**src/rtl/demux_pkg.sv**
```systemverilog
// demux_pkg: definitions shared by the registered demux and its mux successor.
//   MODO_SEL_EXT  : destination comes from the external selector input.
//   MODO_SEL_DATO : destination comes from the top SEL_W bits of the data word.
//   sel_width()   : width of a channel index for a given channel count.
package demux_pkg;

  localparam int MODO_SEL_EXT  = 0;
  localparam int MODO_SEL_DATO = 1;

  function automatic int sel_width(input int num_ch);
    return $clog2(num_ch);
  endfunction

endpackage

```
**src/rtl/demux_reg_n_if.sv**
```systemverilog
// demux_reg_n_if: input word handshake plus per-channel output bus.
//   entrada_valid/entrada_ready : valid/ready pair. A word transfers on a
//     rising edge where both are 1. ready may depend combinationally on
//     valid-side signals (selector, data MSBs), never the other way round;
//     the producer holds valid and data stable until the transfer happens.
//   entrada_dmux, selector_dmux : word and destination channel.
//   pausa        : per-channel downstream stall.
//   salida_dmux  : flattened channel data, channel i at [i*DATA_WIDTH +: DATA_WIDTH].
//   salida_valid : channel i holds a word; consumed on any edge with enb=1, pausa[i]=0.
//   error_sel    : one-cycle pulse after a word was dropped for a bad destination.
interface demux_reg_n_if #(
  parameter int DATA_WIDTH = 8,
  parameter int NUM_CH     = 4
);
  import demux_pkg::*;

  localparam int SEL_W = sel_width(NUM_CH);

  logic                         entrada_valid;
  logic [DATA_WIDTH-1:0]        entrada_dmux;
  logic [SEL_W-1:0]             selector_dmux;
  logic                         entrada_ready;
  logic [NUM_CH-1:0]            pausa;
  logic [NUM_CH*DATA_WIDTH-1:0] salida_dmux;
  logic [NUM_CH-1:0]            salida_valid;
  logic                         error_sel;

  // Demux side.
  modport slave (
    input  entrada_valid, entrada_dmux, selector_dmux, pausa,
    output entrada_ready, salida_dmux, salida_valid, error_sel
  );

  // Producer/consumer side.
  modport master (
    output entrada_valid, entrada_dmux, selector_dmux, pausa,
    input  entrada_ready, salida_dmux, salida_valid, error_sel
  );

endinterface

```
**src/rtl/demux_canal.sv**
```systemverilog
// demux_canal: one-entry holding register for a single demux output channel.
//   we    : write a new word (takes priority over drain, so a same-cycle
//           write and drain replaces the word and keeps valid set).
//   din   : word to write.
//   drain : downstream consumed the held word this cycle.
//   valid : register holds a word.
//   dout  : held word; keeps its last value after draining.
module demux_canal #(
  parameter int DATA_WIDTH = 8
) (
  input  logic                  clk,
  input  logic                  reset_L,
  input  logic                  we,
  input  logic [DATA_WIDTH-1:0] din,
  input  logic                  drain,
  output logic                  valid,
  output logic [DATA_WIDTH-1:0] dout
);

  logic                  valid_q, valid_d;
  logic [DATA_WIDTH-1:0] data_q, data_d;

  always_comb begin
    valid_d = valid_q;
    data_d  = data_q;
    if (we) begin
      valid_d = 1'b1;
      data_d  = din;
    end else if (drain) begin
      valid_d = 1'b0;
    end
  end

  always_ff @(posedge clk) begin
    if (!reset_L) begin
      valid_q <= 1'b0;
      data_q  <= '0;
    end else begin
      valid_q <= valid_d;
      data_q  <= data_d;
    end
  end

  assign valid = valid_q;
  assign dout  = data_q;

endmodule

```
**src/rtl/demux_reg_n.sv**
```systemverilog
// demux_reg_n: registered 1-to-NUM_CH demultiplexer with per-channel
// backpressure. Each channel is a one-entry register (demux_canal).
//   clk     : rising-edge clock.
//   reset_L : synchronous active-low reset.
//   enb     : global enable; while low nothing is accepted or drained.
//   bus     : demux_reg_n_if.slave (handshake, channel outputs, error pulse).
// MODO_SEL selects where the destination comes from (see demux_pkg).
module demux_reg_n
  import demux_pkg::*;
#(
  parameter int DATA_WIDTH = 8,
  parameter int NUM_CH     = 4,
  parameter int MODO_SEL   = MODO_SEL_EXT
) (
  input  logic          clk,
  input  logic          reset_L,
  input  logic          enb,
  demux_reg_n_if.slave  bus
);

  localparam int SEL_W = sel_width(NUM_CH);
  localparam logic [SEL_W:0] NUM_CH_W = (SEL_W+1)'(NUM_CH);

  logic [SEL_W-1:0]      sel;
  logic                  sel_in_range;
  logic [NUM_CH-1:0]     sel_hit;
  logic [NUM_CH-1:0]     valid_vec;
  logic [NUM_CH-1:0]     we_vec;
  logic [NUM_CH-1:0]     drain_vec;
  logic [DATA_WIDTH-1:0] dout_arr [NUM_CH];
  logic                  stall;
  logic                  ready;
  logic                  accept;
  logic                  error_sel_q, error_sel_d;

  // The whole word is forwarded, including any bits used as the destination.
  always_comb begin
    sel = (MODO_SEL == MODO_SEL_DATO) ? bus.entrada_dmux[DATA_WIDTH-1 -: SEL_W]
                                      : bus.selector_dmux;
  end

  // Out-of-range indices only exist when NUM_CH is not a power of two.
  assign sel_in_range = ({1'b0, sel} < NUM_CH_W);

  for (genvar i = 0; i < NUM_CH; i++) begin : g_hit
    assign sel_hit[i] = sel_in_range & (sel == SEL_W'(i));
  end

  // The target is blocked only if it is full and cannot drain this cycle;
  // a full channel that drains can take the new word in the same cycle.
  // Reducing over the one-hot hit vector avoids indexing with an
  // out-of-range sel; a dropped word never stalls.
  assign stall  = |(sel_hit & valid_vec & bus.pausa);
  assign ready  = reset_L & enb & ~stall;
  assign accept = bus.entrada_valid & ready;

  assign we_vec    = accept ? sel_hit : '0;
  assign drain_vec = {NUM_CH{enb}} & valid_vec & ~bus.pausa;

  for (genvar i = 0; i < NUM_CH; i++) begin : g_canal
    demux_canal #(
      .DATA_WIDTH (DATA_WIDTH)
    ) u_canal (
      .clk     (clk),
      .reset_L (reset_L),
      .we      (we_vec[i]),
      .din     (bus.entrada_dmux),
      .drain   (drain_vec[i]),
      .valid   (valid_vec[i]),
      .dout    (dout_arr[i])
    );
  end

  // Pulse for one cycle after a dropped word; accept is already 0 when
  // enb is low, so the pulse returns to 0 while disabled.
  assign error_sel_d = accept & ~sel_in_range;

  always_ff @(posedge clk) begin
    if (!reset_L) begin
      error_sel_q <= 1'b0;
    end else begin
      error_sel_q <= error_sel_d;
    end
  end

  always_comb begin
    bus.salida_dmux = '0;
    for (int i = 0; i < NUM_CH; i++) begin
      bus.salida_dmux[i*DATA_WIDTH +: DATA_WIDTH] = dout_arr[i];
    end
  end

  assign bus.entrada_ready = ready;
  assign bus.salida_valid  = valid_vec;
  assign bus.error_sel     = error_sel_q;

endmodule

```
**src/flat_wrapper.sv**
```systemverilog
// flat-port wrapper written by rule: the top's interface ports become plain ports
module demux_reg_n_flat import demux_pkg::*;
#(
  parameter int DATA_WIDTH = 8,
  parameter int NUM_CH     = 4,
  parameter int MODO_SEL   = MODO_SEL_EXT
)
  (clk, reset_L, enb, bus_entrada_valid, bus_entrada_dmux, bus_selector_dmux, bus_pausa, bus_entrada_ready, bus_salida_dmux, bus_salida_valid, bus_error_sel);
  demux_reg_n_if #(.DATA_WIDTH(DATA_WIDTH), .NUM_CH(NUM_CH)) bus_i ();
  input  logic clk;
  input  logic reset_L;
  input  logic enb;
  input wire logic [$bits(bus_i.entrada_valid)-1:0] bus_entrada_valid;
  input wire logic [$bits(bus_i.entrada_dmux)-1:0] bus_entrada_dmux;
  input wire logic [$bits(bus_i.selector_dmux)-1:0] bus_selector_dmux;
  input wire logic [$bits(bus_i.pausa)-1:0] bus_pausa;
  output wire logic [$bits(bus_i.entrada_ready)-1:0] bus_entrada_ready;
  output wire logic [$bits(bus_i.salida_dmux)-1:0] bus_salida_dmux;
  output wire logic [$bits(bus_i.salida_valid)-1:0] bus_salida_valid;
  output wire logic [$bits(bus_i.error_sel)-1:0] bus_error_sel;
  assign bus_i.entrada_valid = bus_entrada_valid;
  assign bus_i.entrada_dmux = bus_entrada_dmux;
  assign bus_i.selector_dmux = bus_selector_dmux;
  assign bus_i.pausa = bus_pausa;
  assign bus_entrada_ready = bus_i.entrada_ready;
  assign bus_salida_dmux = bus_i.salida_dmux;
  assign bus_salida_valid = bus_i.salida_valid;
  assign bus_error_sel = bus_i.error_sel;
  demux_reg_n #(.DATA_WIDTH(DATA_WIDTH), .NUM_CH(NUM_CH), .MODO_SEL(MODO_SEL)) u_core (.clk(clk), .reset_L(reset_L), .enb(enb), .bus(bus_i));
endmodule
```
**config.mk**
```make
export PLATFORM = sky130hd
export DESIGN_NAME = demux_reg_n_flat
export DESIGN_NICKNAME = d
export VERILOG_FILES = /design/src/rtl/demux_pkg.sv /design/src/rtl/demux_reg_n_if.sv /design/src/rtl/demux_canal.sv /design/src/rtl/demux_reg_n.sv /design/src/flat_wrapper.sv
export SDC_FILE = /design/constraint.sdc
export NUM_CORES = 1
export LEC_CHECK = 0
export BUFFER_PORTS_ARGS = -buffer_cell sky130_fd_sc_hd__buf_2
export CORE_MARGIN = 4
export CORE_UTILIZATION = 42
export DETAILED_ROUTE_END_ITERATION = 10
export GPL_ROUTABILITY_DRIVEN = 0
export HOLD_SLACK_MARGIN = 0.02
export PLACE_DENSITY = 0.85
export SYNTH_ARGS = -nofsm -noshare
export SYNTH_HDL_FRONTEND = slang
export SYNTH_SLANG_ARGS = --single-unit
```
**constraint.sdc**
```tcl
create_clock -name clk -period 0.85 [get_ports clk]
set_input_delay 0.0425 -clock clk [delete_from_list [all_inputs] [get_ports clk]]
set_output_delay 0.0425 -clock clk [all_outputs]
set_load 0.005 [all_outputs]
```
==> flow_results.org, run 1 <==
** Global routing
- Antenna violations before repair :: 0
- The total overflow left after global routing is 0.
- Maximum number of pins on one net before global-route repair :: 34
- The first global-routing pass estimated 5500 µm of wire.
- Number of global-route vias before repair :: 1234
- For this run, the total global-route usage over all layers was measured as 16.6%.

** Synthesis
- Simple-Gate Fraction of Synth Area :: 14.4%
- Number of cells produced by synthesis :: 147
- Largest cells by area after synthesis :: sky130_fd_sc_hd__dfxtp_1 (51%), sky130_fd_sc_hd__mux2i_1 (22%), sky130_fd_sc_hd__nand2_1 (11%)
- Summed over all instances, the cell type with the most area after synthesis is sky130_fd_sc_hd__dfxtp_1.
- The synthesized netlist occupies a cell area of 0.00143 mm².
- Unique masters post-synth :: 20
- Synthesis inferred 36 register bits.
- Top-area cell type share of the netlist area :: 50.5%
- Adder-cell area share of the yosys netlist :: 0%
- Sequential cells were found to cover 50.5% of the synthesized design area.
- After Yosys synthesis, XOR and XNOR cells account for 0% of the synthesized area.
- After synthesis, the largest family of logic cells by area is multiplexers.
- Measured against the total synthesized area, the mux share comes to 22.5%.
- Total of warnings raised by yosys :: 0
- When the netlist entered floorplanning its net count stood at 165.
- In this run the mean area of a mapped cell was 9.70 µm².
- The synthesized netlist devotes 5.61% of its cell area to compound gates.

** Worst setup path
- Counting cells, the worst reg-to-reg path comes to 5.
- Required time of the critical path :: 0.81 ns
- Slowest Stage Delay on Critical Path :: 0.34 ns
- The worst setup path is of the register to output port kind.
- STA classifies the critical path startpoint as a register.
- For this design, the slowest cell found on the critical path is sky130_fd_sc_hd__dfxtp_2.
- STA classifies the critical path endpoint as an output port.
- Largest fanout of any net on the critical path :: 2
- Endpoint arrival time on the critical path :: 1.19 ns
- Worst-path cell chain :: nand2_2 > o311ai_1 > a211oi_1 > buf_2

** Final layout
- The final layout contains 234 nets.
- Filler cell count :: 264
- Area growth syn-to-layout :: 49.7%
- Once layout is complete, the utilization of the core stands at 67.7%.
- In the final layout, flip-flops and latches occupy 766 µm².
- Of the cells placed in the final design, the portion with a size suffix greater than 1 is 58.5%.
- Finished Layout Cells :: 261
- 0 antenna diodes ended up in the layout.
- The multi-input combinational cells in the finished layout cover a total of 663 µm².

** Placed design
- The HPWL after detailed placement is 2460 µm.
- In this run the tool buffered the top-level ports with 54 buffer cells.
- Total placed cells including tap cells :: 248
- Prior to clock tree synthesis, the placed netlist has a worst setup slack of -0.157 ns.

** Routing
- Count of antenna-violating nets left after detailed routing :: 0
- Wirelength per Cell :: 13.4 µm
- Before antenna repair, the detailed router went through 4 iterations.
- The first routing iteration left 31 violations.
- Per-cell via count in the routed design :: 4.83
- Wires add up to 3510 µm.
- Total via count after detailed routing :: 1261
- For this run, design rule violations remaining after detail routing come to 0.

** Power
- Maximum vdd drop :: 1010 µV
- PwrDens :: 1370 mW/mm²
- The analysis attributes to cell leakage a power of 1.15 nW.

** Run status
- The checks that failed: negative setup slack.
- The run finished, with violations left.

** Timing
- Final count of pins violating max slew :: 0
- Setup slack on the critical path of the routed design comes to -0.387 ns.
- Setup violations remaining at the end of the flow were counted as 35.
- Fmax achieved :: 808 MHz
- The worst path uses 146% of the clock period.
- Smallest hold slack :: 0.0227 ns
- The final hold violation count was 0.
- On the final layout, the worst clock skew is 0.00477 ns.
- Unrepaired setup endpoints after global routing :: true
- Min Tclk post-route :: 1.24 ns

** Run
- Maximum capacitance violations :: 0

** Hold path
- Count of cells along the worst hold path :: 3
- In this run the worst hold path is classified as input port to register.

** Die
- Core area :: 0.00315 mm²
- Measured along the y axis, the die boundary spans 66.3 µm.
- Initial Util :: 45.2%
- Pin placement for this block handled 56 I/O pins.
- Std cell rows :: 20
- Floorplan die area :: 0.00439 mm²
- The die is 66.3 µm wide.

** Clock tree
- CTS Buf Count :: 5
- After clock tree synthesis, the clock-pin slew on the worst setup and hold paths is 0.10 ns.
- CTS tree :: yes
- Deepest level of the CTS H-tree :: 2
- The tree is rooted in a sky130_fd_sc_hd__clkbuf_4.
- In this run the deepest clock path goes through 2 buffers.
- For the worst-skew pair, the clock arrives at the later sink with an insertion delay of 0.33 ns.
- Sink Count :: 36
==> cells in the final DEF, fill, tap and decap left out <==
cell	instances
sky130_fd_sc_hd__dlygate4sd3_1	1
sky130_fd_sc_hd__a211oi_1	1
sky130_fd_sc_hd__buf_2	37
sky130_fd_sc_hd__nand2_2	2
sky130_fd_sc_hd__mux2i_1	32
sky130_fd_sc_hd__clkbuf_4	5
sky130_fd_sc_hd__a211o_1	1
sky130_fd_sc_hd__o21ai_1	1
sky130_fd_sc_hd__nand3_4	2
sky130_fd_sc_hd__o21ai_0	4
sky130_fd_sc_hd__nand2_4	1
sky130_fd_sc_hd__nor3_2	1
sky130_fd_sc_hd__a21boi_1	1
sky130_fd_sc_hd__clkbuf_8	1
sky130_fd_sc_hd__o311ai_1	1
sky130_fd_sc_hd__nand3b_1	1
sky130_fd_sc_hd__inv_2	1
sky130_fd_sc_hd__and4b_1	1
sky130_fd_sc_hd__a21boi_2	3
sky130_fd_sc_hd__nand4_1	1
sky130_fd_sc_hd__nand3_1	1
sky130_fd_sc_hd__inv_1	1
sky130_fd_sc_hd__clkbuf_1	2
sky130_fd_sc_hd__conb_1	1
sky130_fd_sc_hd__dfxtp_2	36
sky130_fd_sc_hd__nand2_1	40
sky130_fd_sc_hd__buf_6	26
sky130_fd_sc_hd__buf_8	1
sky130_fd_sc_hd__buf_4	11
==> synth_stat cells, drive strengths merged <==
library cell / number
a211o: 1
a211oi: 1
a21boi: 4
and4b: 1
buf: 12
clkbuf: 2
conb: 1
dfxtp: 36
inv: 2
mux2i: 32
nand2: 43
nand3: 3
nand3b: 1
nand4: 1
nor3: 1
o21ai: 5
o311ai: 1
==> power breakdown <==
group	total, W	switching (W)	internal [W]
combinational	0.000265	0.000136	0.000129
clock	0.000933	0.000525	0.000408
sequential	0.00173	0.0000139	0.00171
total	0.00292	0.000674	0.00225
==> final cells by class <==
cell class              instances  share of cell area (%)
flip-flops and latches         36                    35.9
well taps                      44                    2.58
multi-input cells              95                    31.0
clock buffers                   8                    2.75
repair buffers                 76                    27.4
inverters                       2                   0.351
==> state kept, by name, summed over array words and instances, names as in the netlist <==
register / count
u_core.g_canal.u_canal.dout: 32
u_core.g_canal.u_canal.valid: 4
==> through the flow <==
| step | instance area, µm² | setup TNS, ns | total power, W |
|---|---|---|---|
| finish | 2140 | -3.99 | 0.00292 |
| global route | 2140 | -5.84 | 0.00304 |
| CTS | 1950 | -2.57 | 0.00292 |
| detailed placement | 1790 | -3.71 | 0.00198 |
| global placement | 1790 | -3.22 | 0.00198 |
| floorplan | 1450 | -0.679 | 0.00188 |
==> cell families (layout without fill, tap and decap cells) <==
| family | count (synthesis) | in the layout |
|---|---|---|
| AOI/OAI and AO/OA | 12 | 12 |
| buffers and inverters | 16 | 86 |
| DFF | 36 | 36 |
| muxes | 32 | 32 |
| other | 1 | 1 |
| and+or+nand+nor | 50 | 50 |
==> per-layer routing <==
metal  vias to the layer above  part of all wire [%]  GRT usage, %
li1                        629                     -             -
met1                       591                    39          17.9
met2                        36                    52          28.7
met3                         5                   7.7          7.48
met4                         0                   1.2          5.33
met5                         -                     0             0
==> critical path, delay by kind of cell, from the launching register on <==
family	cells	cell delay (ns)
AO/OA/AOI/OAI	2	0.30
buffers and inverters	1	0.15
flip-flops	1	0.34
AND/OR/NAND/NOR	1	0.08
==> final timing paths <==
path                                                     endpoint                         startpoint  slack (ns)
worst max register to register  u_core.g_canal[1].u_canal.dout[7]    u_core.g_canal[1].u_canal.valid       -0.18
worst min-delay path            u_core.g_canal[0].u_canal.dout[1]                bus_entrada_dmux[1]        0.02
worst max-delay path                            bus_entrada_ready    u_core.g_canal[1].u_canal.valid       -0.39
worst min register to register  u_core.g_canal[0].u_canal.dout[1]  u_core.g_canal[0].u_canal.dout[1]        0.46
==> timing repair <==
item / 4_1_cts / 5_1_grt
endpoints found under the setup margin: 51 / 73
resized for setup: 30 / 46
setup buffers: 0 / 4
pin swaps: 4 / 4
hold buffers: 1 / 0
hold endpoints to repair: 1 / 0
gates cloned: 0 / 0
No activity file was read; power rests on OpenSTA's default activity.
==> run 2, diff against run 1 <==
--- a/config.mk
+++ b/config.mk
@@ -7,11 +7,12 @@
 export LEC_CHECK = 0
 export BUFFER_PORTS_ARGS = -buffer_cell sky130_fd_sc_hd__buf_2
 export CORE_MARGIN = 4
-export CORE_UTILIZATION = 42
+export CORE_UTILIZATION = 45
+export CTS_BUF_LIST = sky130_fd_sc_hd__clkbuf_4 sky130_fd_sc_hd__clkbuf_8
 export DETAILED_ROUTE_END_ITERATION = 10
 export GPL_ROUTABILITY_DRIVEN = 0
 export HOLD_SLACK_MARGIN = 0.02
-export PLACE_DENSITY = 0.85
+export PLACE_DENSITY = 0.9
 export SYNTH_ARGS = -nofsm -noshare
 export SYNTH_HDL_FRONTEND = slang
 export SYNTH_SLANG_ARGS = --single-unit
==> run 2 against run 1 <==
Net effect: the run still ends with negative setup slack left; cell count increased by 2.7%; clock skew increased by 0.00051 ns; routed wire length increased by 21%; critical path depth unchanged; clock-buffer cell count decreased by 3; largest cell class unchanged; power increased by 32%; critical path type unchanged; sequential cell count unchanged; cell area increased by 9.3%; sequential power about the same.
==> flow_results.org, run 2 (synthesis results as in run 1) <==
** Run status
- Violated checks :: negative setup slack
- Status :: finished with violations

** Worst setup path
- Top cell family by delay on the critical path :: flip-flops
- Reg-to-reg slack, setup :: -0.31 ns (-0.13 ns)
- The required time at the endpoint of the critical path is 0.81 ns (about the same).
- Traced cell by cell, the critical path runs through nand2_4 > o311ai_4 > a211oi_2 > buf_2.
- Reg-to-reg startpoint :: u_core.g_canal[1].u_canal.valid
- Count of buffering cells on the critical path with inverters included :: 1 (unchanged)
- The highest fanout seen on the critical path is 2 (unchanged).
- STA classifies the critical path endpoint as an output port.
- The worst setup path is launched from a register.
- The maximum cell stage delay along the critical path came to 0.38 ns (+0.04 ns).
- On the critical path, the stage with the largest delay is an instance of sky130_fd_sc_hd__dfxtp_2.
- Path depth of the worst reg2reg path :: 6 (+1)
- The arrival time reported for the critical path endpoint was 1.24 ns (+0.05 ns).
- Path type of the worst setup path :: register to output port
- The worst register-to-register path ends at u_core.g_canal[1].u_canal.dout[2].

** Placed design
- IO buf count :: 54 (unchanged)
- The post-DP HPWL was 2380 µm (-3.1%).
- The setup slack at placement came to -0.207 ns (-0.0503 ns).

** Hold path
- Hold Crit Endpoint :: u_core.g_canal[1].u_canal.dout[7]
- The number of cells on the worst hold path is 3 (unchanged).
- In this run the worst hold path is classified as input port to register.
- The worst hold path begins at bus_entrada_dmux[7].

** Global routing
- Wire length of the first global-routing pass :: 5970 µm (+8.5%)
- Maximum number of pins on one net before global-route repair :: 21 (-38%)
- Global-route usage over all layers :: 18.5% (+1.9 points)
- Number of global-route vias before repair :: 1328 (+7.6%)
- The final global-route overflow total came to 0 (unchanged).
- Antenna violations before repair :: 0 (unchanged)

** Timing
- The setup clock skew after layout was 0.00527 ns (+0.000506 ns).
- The maximum clock frequency was 781 MHz (-3.4%).
- The final hold violation count came to 0 (unchanged).
- The worst-case setup margin in the final layout was -0.430 ns (-0.0430 ns).
- The minimum clock period after layout came to 1.28 ns (+0.0430 ns).
- Unrepaired setup endpoints after global routing :: true
- Smallest hold slack :: 0.0282 ns (+0.00543 ns)
- The number of setup violations in the final report came to 40 (+14%).
- Share of the clock period used by the worst path after layout :: 151% (+5.1 points)
- The number of pins exceeding their max-slew limit in the final report came to 0 (unchanged).

** Final layout
- Leaving out fill and tap cells, the most frequent cell in the layout is sky130_fd_sc_hd__nand2_1.
- Fraction of layout cells with a size suffix above 1 :: 60.7% (+2.2 points)
- Area growth syn-to-layout :: 63.6%
- Largest register FFs :: 32 (unchanged)
- Most frequent cells in the layout :: sky130_fd_sc_hd__nand2_1 (40), sky130_fd_sc_hd__buf_2 (38), sky130_fd_sc_hd__dfxtp_2 (35), sky130_fd_sc_hd__mux2i_1 (31), sky130_fd_sc_hd__buf_6 (27)
- The total inserted antenna cells came to 0 (unchanged).
- The number of nets in the final layout was 241 (+3.0%).

** Routing
- The total via count after detailed routing is 1322 (+4.8%).
- DRC Markers :: 0 (unchanged)
- The DRC violation total after the first TritonRoute iteration was 46 (+48%).
- The total wire length was 4240 µm (+21%).
- Wirelength per Cell :: 15.8 µm (+18%)
- The detailed-routing iteration count for the pre-antenna-repair pass is 4 (unchanged).
- The remaining antenna violation count is 0 (unchanged).
- Per-cell via count in the routed design :: 4.93 (+2.1%)

** Clock tree
- The buffer depth of the longest clock path came to 2 (unchanged).
- CTS tree :: yes
- The CTS sink count came to 36 (unchanged).
- The worst-skew pair later-pin latency came to 0.34 ns (about the same).
- Clock tree synthesis selected as its root buffer the cell sky130_fd_sc_hd__clkbuf_4.
- Clock-pin slew of the registers on the worst-case setup and hold paths :: 0.11 ns (about the same)
- CTS Buf Count :: 5 (unchanged)
- The number of H-tree levels was 2 (unchanged).

** Die
- The core region area was 0.00305 mm² (-3.2%).
- The count of standard-cell rows came to 20 (unchanged).
- The number of top-level pins came to 56 (unchanged).
- Die extent in y :: 64.3 µm (-3.0%)
- The die area is 0.00413 mm² (-5.9%).
- Die width :: 64.3 µm (-3.0%)
- The starting density of the core is 46.7% (+1.5 points).

** Power
- Share of power burned in the clock network :: 46.7% (+15 points)
- Combinational share of power :: 8.5% (-0.6 points)
- Total leakage power :: 1.22 nW (+6.3%)
- PwrDens :: 1650 mW/mm² (+20%)
- The switching share of power is 19.8% (-3.2 points).
- The internal power component came to 0.00308 W (+37%).
- The fraction of power consumed by sequential logic came to 44.8% (-14 points).
- Maximum vdd drop :: 1270 µV (+26%)
- The reported net switching power was 0.000763 W (+13%).

** Run
- The number of maximum-capacitance violations is 0 (unchanged).
==> run 2: worst min-delay path, cell delays in order <==
cell and delay [ns]:
sky130_fd_sc_hd__buf_2 0.10, sky130_fd_sc_hd__nand2_1 0.11, sky130_fd_sc_hd__mux2i_1 0.08
==> run 2: cell type report <==
cell class	count	area (µm²)
tap	44	55.1
fill	217	719
multi-input combinational	96	716
sequential	36	768
clock inverter	3	90.1
inverter	2	7.51
clock buffer	5	37.5
timing repair buffer	82	659
==> run 2: metal layers <==
layer | wire [µm] | up-vias | GRT usage, %
met5 | 0 | - | 0
met4 | 113 | 0 | 7.92
met3 | 317 | 8 | 6.68
met2 | 2120 | 55 | 31.1
met1 | 1680 | 617 | 21.2
li1 | - | 642 | -
==> run 2: metrics by stage <==
step                utilization (%)  instances  setup TNS [ns]  instance area, µm²  power, W
floorplan                         -        147          -0.679                1450   0.00188
global placement               58.1        244           -3.57                1770   0.00198
detailed placement             58.1        244           -3.87                1770   0.00199
CTS                            70.9        264           -5.74                2160   0.00383
global route                   76.4        268           -9.81                2330   0.00396
finish                         76.4        268           -7.53                2330   0.00385
==> run 2: worst max path at each step <==
stage                                    start                                 to  slack [ns]  cells after the start
6_report       u_core.g_canal[1].u_canal.valid                  bus_entrada_ready       -0.43                      4
4_1_cts        u_core.g_canal[1].u_canal.valid                  bus_entrada_ready       -0.38                      4
3_5_place_dp   u_core.g_canal[3].u_canal.valid  u_core.g_canal[3].u_canal.dout[2]       -0.21                      2
3_3_place_gp   u_core.g_canal[3].u_canal.valid  u_core.g_canal[3].u_canal.dout[7]       -0.19                      2
5_1_grt        u_core.g_canal[1].u_canal.valid                  bus_entrada_ready       -0.48                      4
2_1_floorplan  u_core.g_canal[3].u_canal.valid  u_core.g_canal[3].u_canal.dout[0]       -0.08                      3
==> run 2: what timing repair did <==
item | in CTS | in global routing
resized for setup | 52 | 38
endpoints found under the hold margin | 18 | 1
endpoints found under the setup margin | 62 | 72
pin swaps | 6 | 5
buffers inserted | 4 | 5
gates cloned | 2 | 0
hold buffers | 6 | 1
==> run 2: power by group through the flow <==
stage	combinational [W]	clock (W)	sequential, W
2_1_floorplan	0.000118	0	0.00176
3_3_place_gp	0.000226	0	0.00176
3_5_place_dp	0.000228	0	0.00176
4_1_cts	0.000281	0.00183	0.00172
5_1_grt	0.000352	0.00188	0.00173
6_report	0.000326	0.00180	0.00172
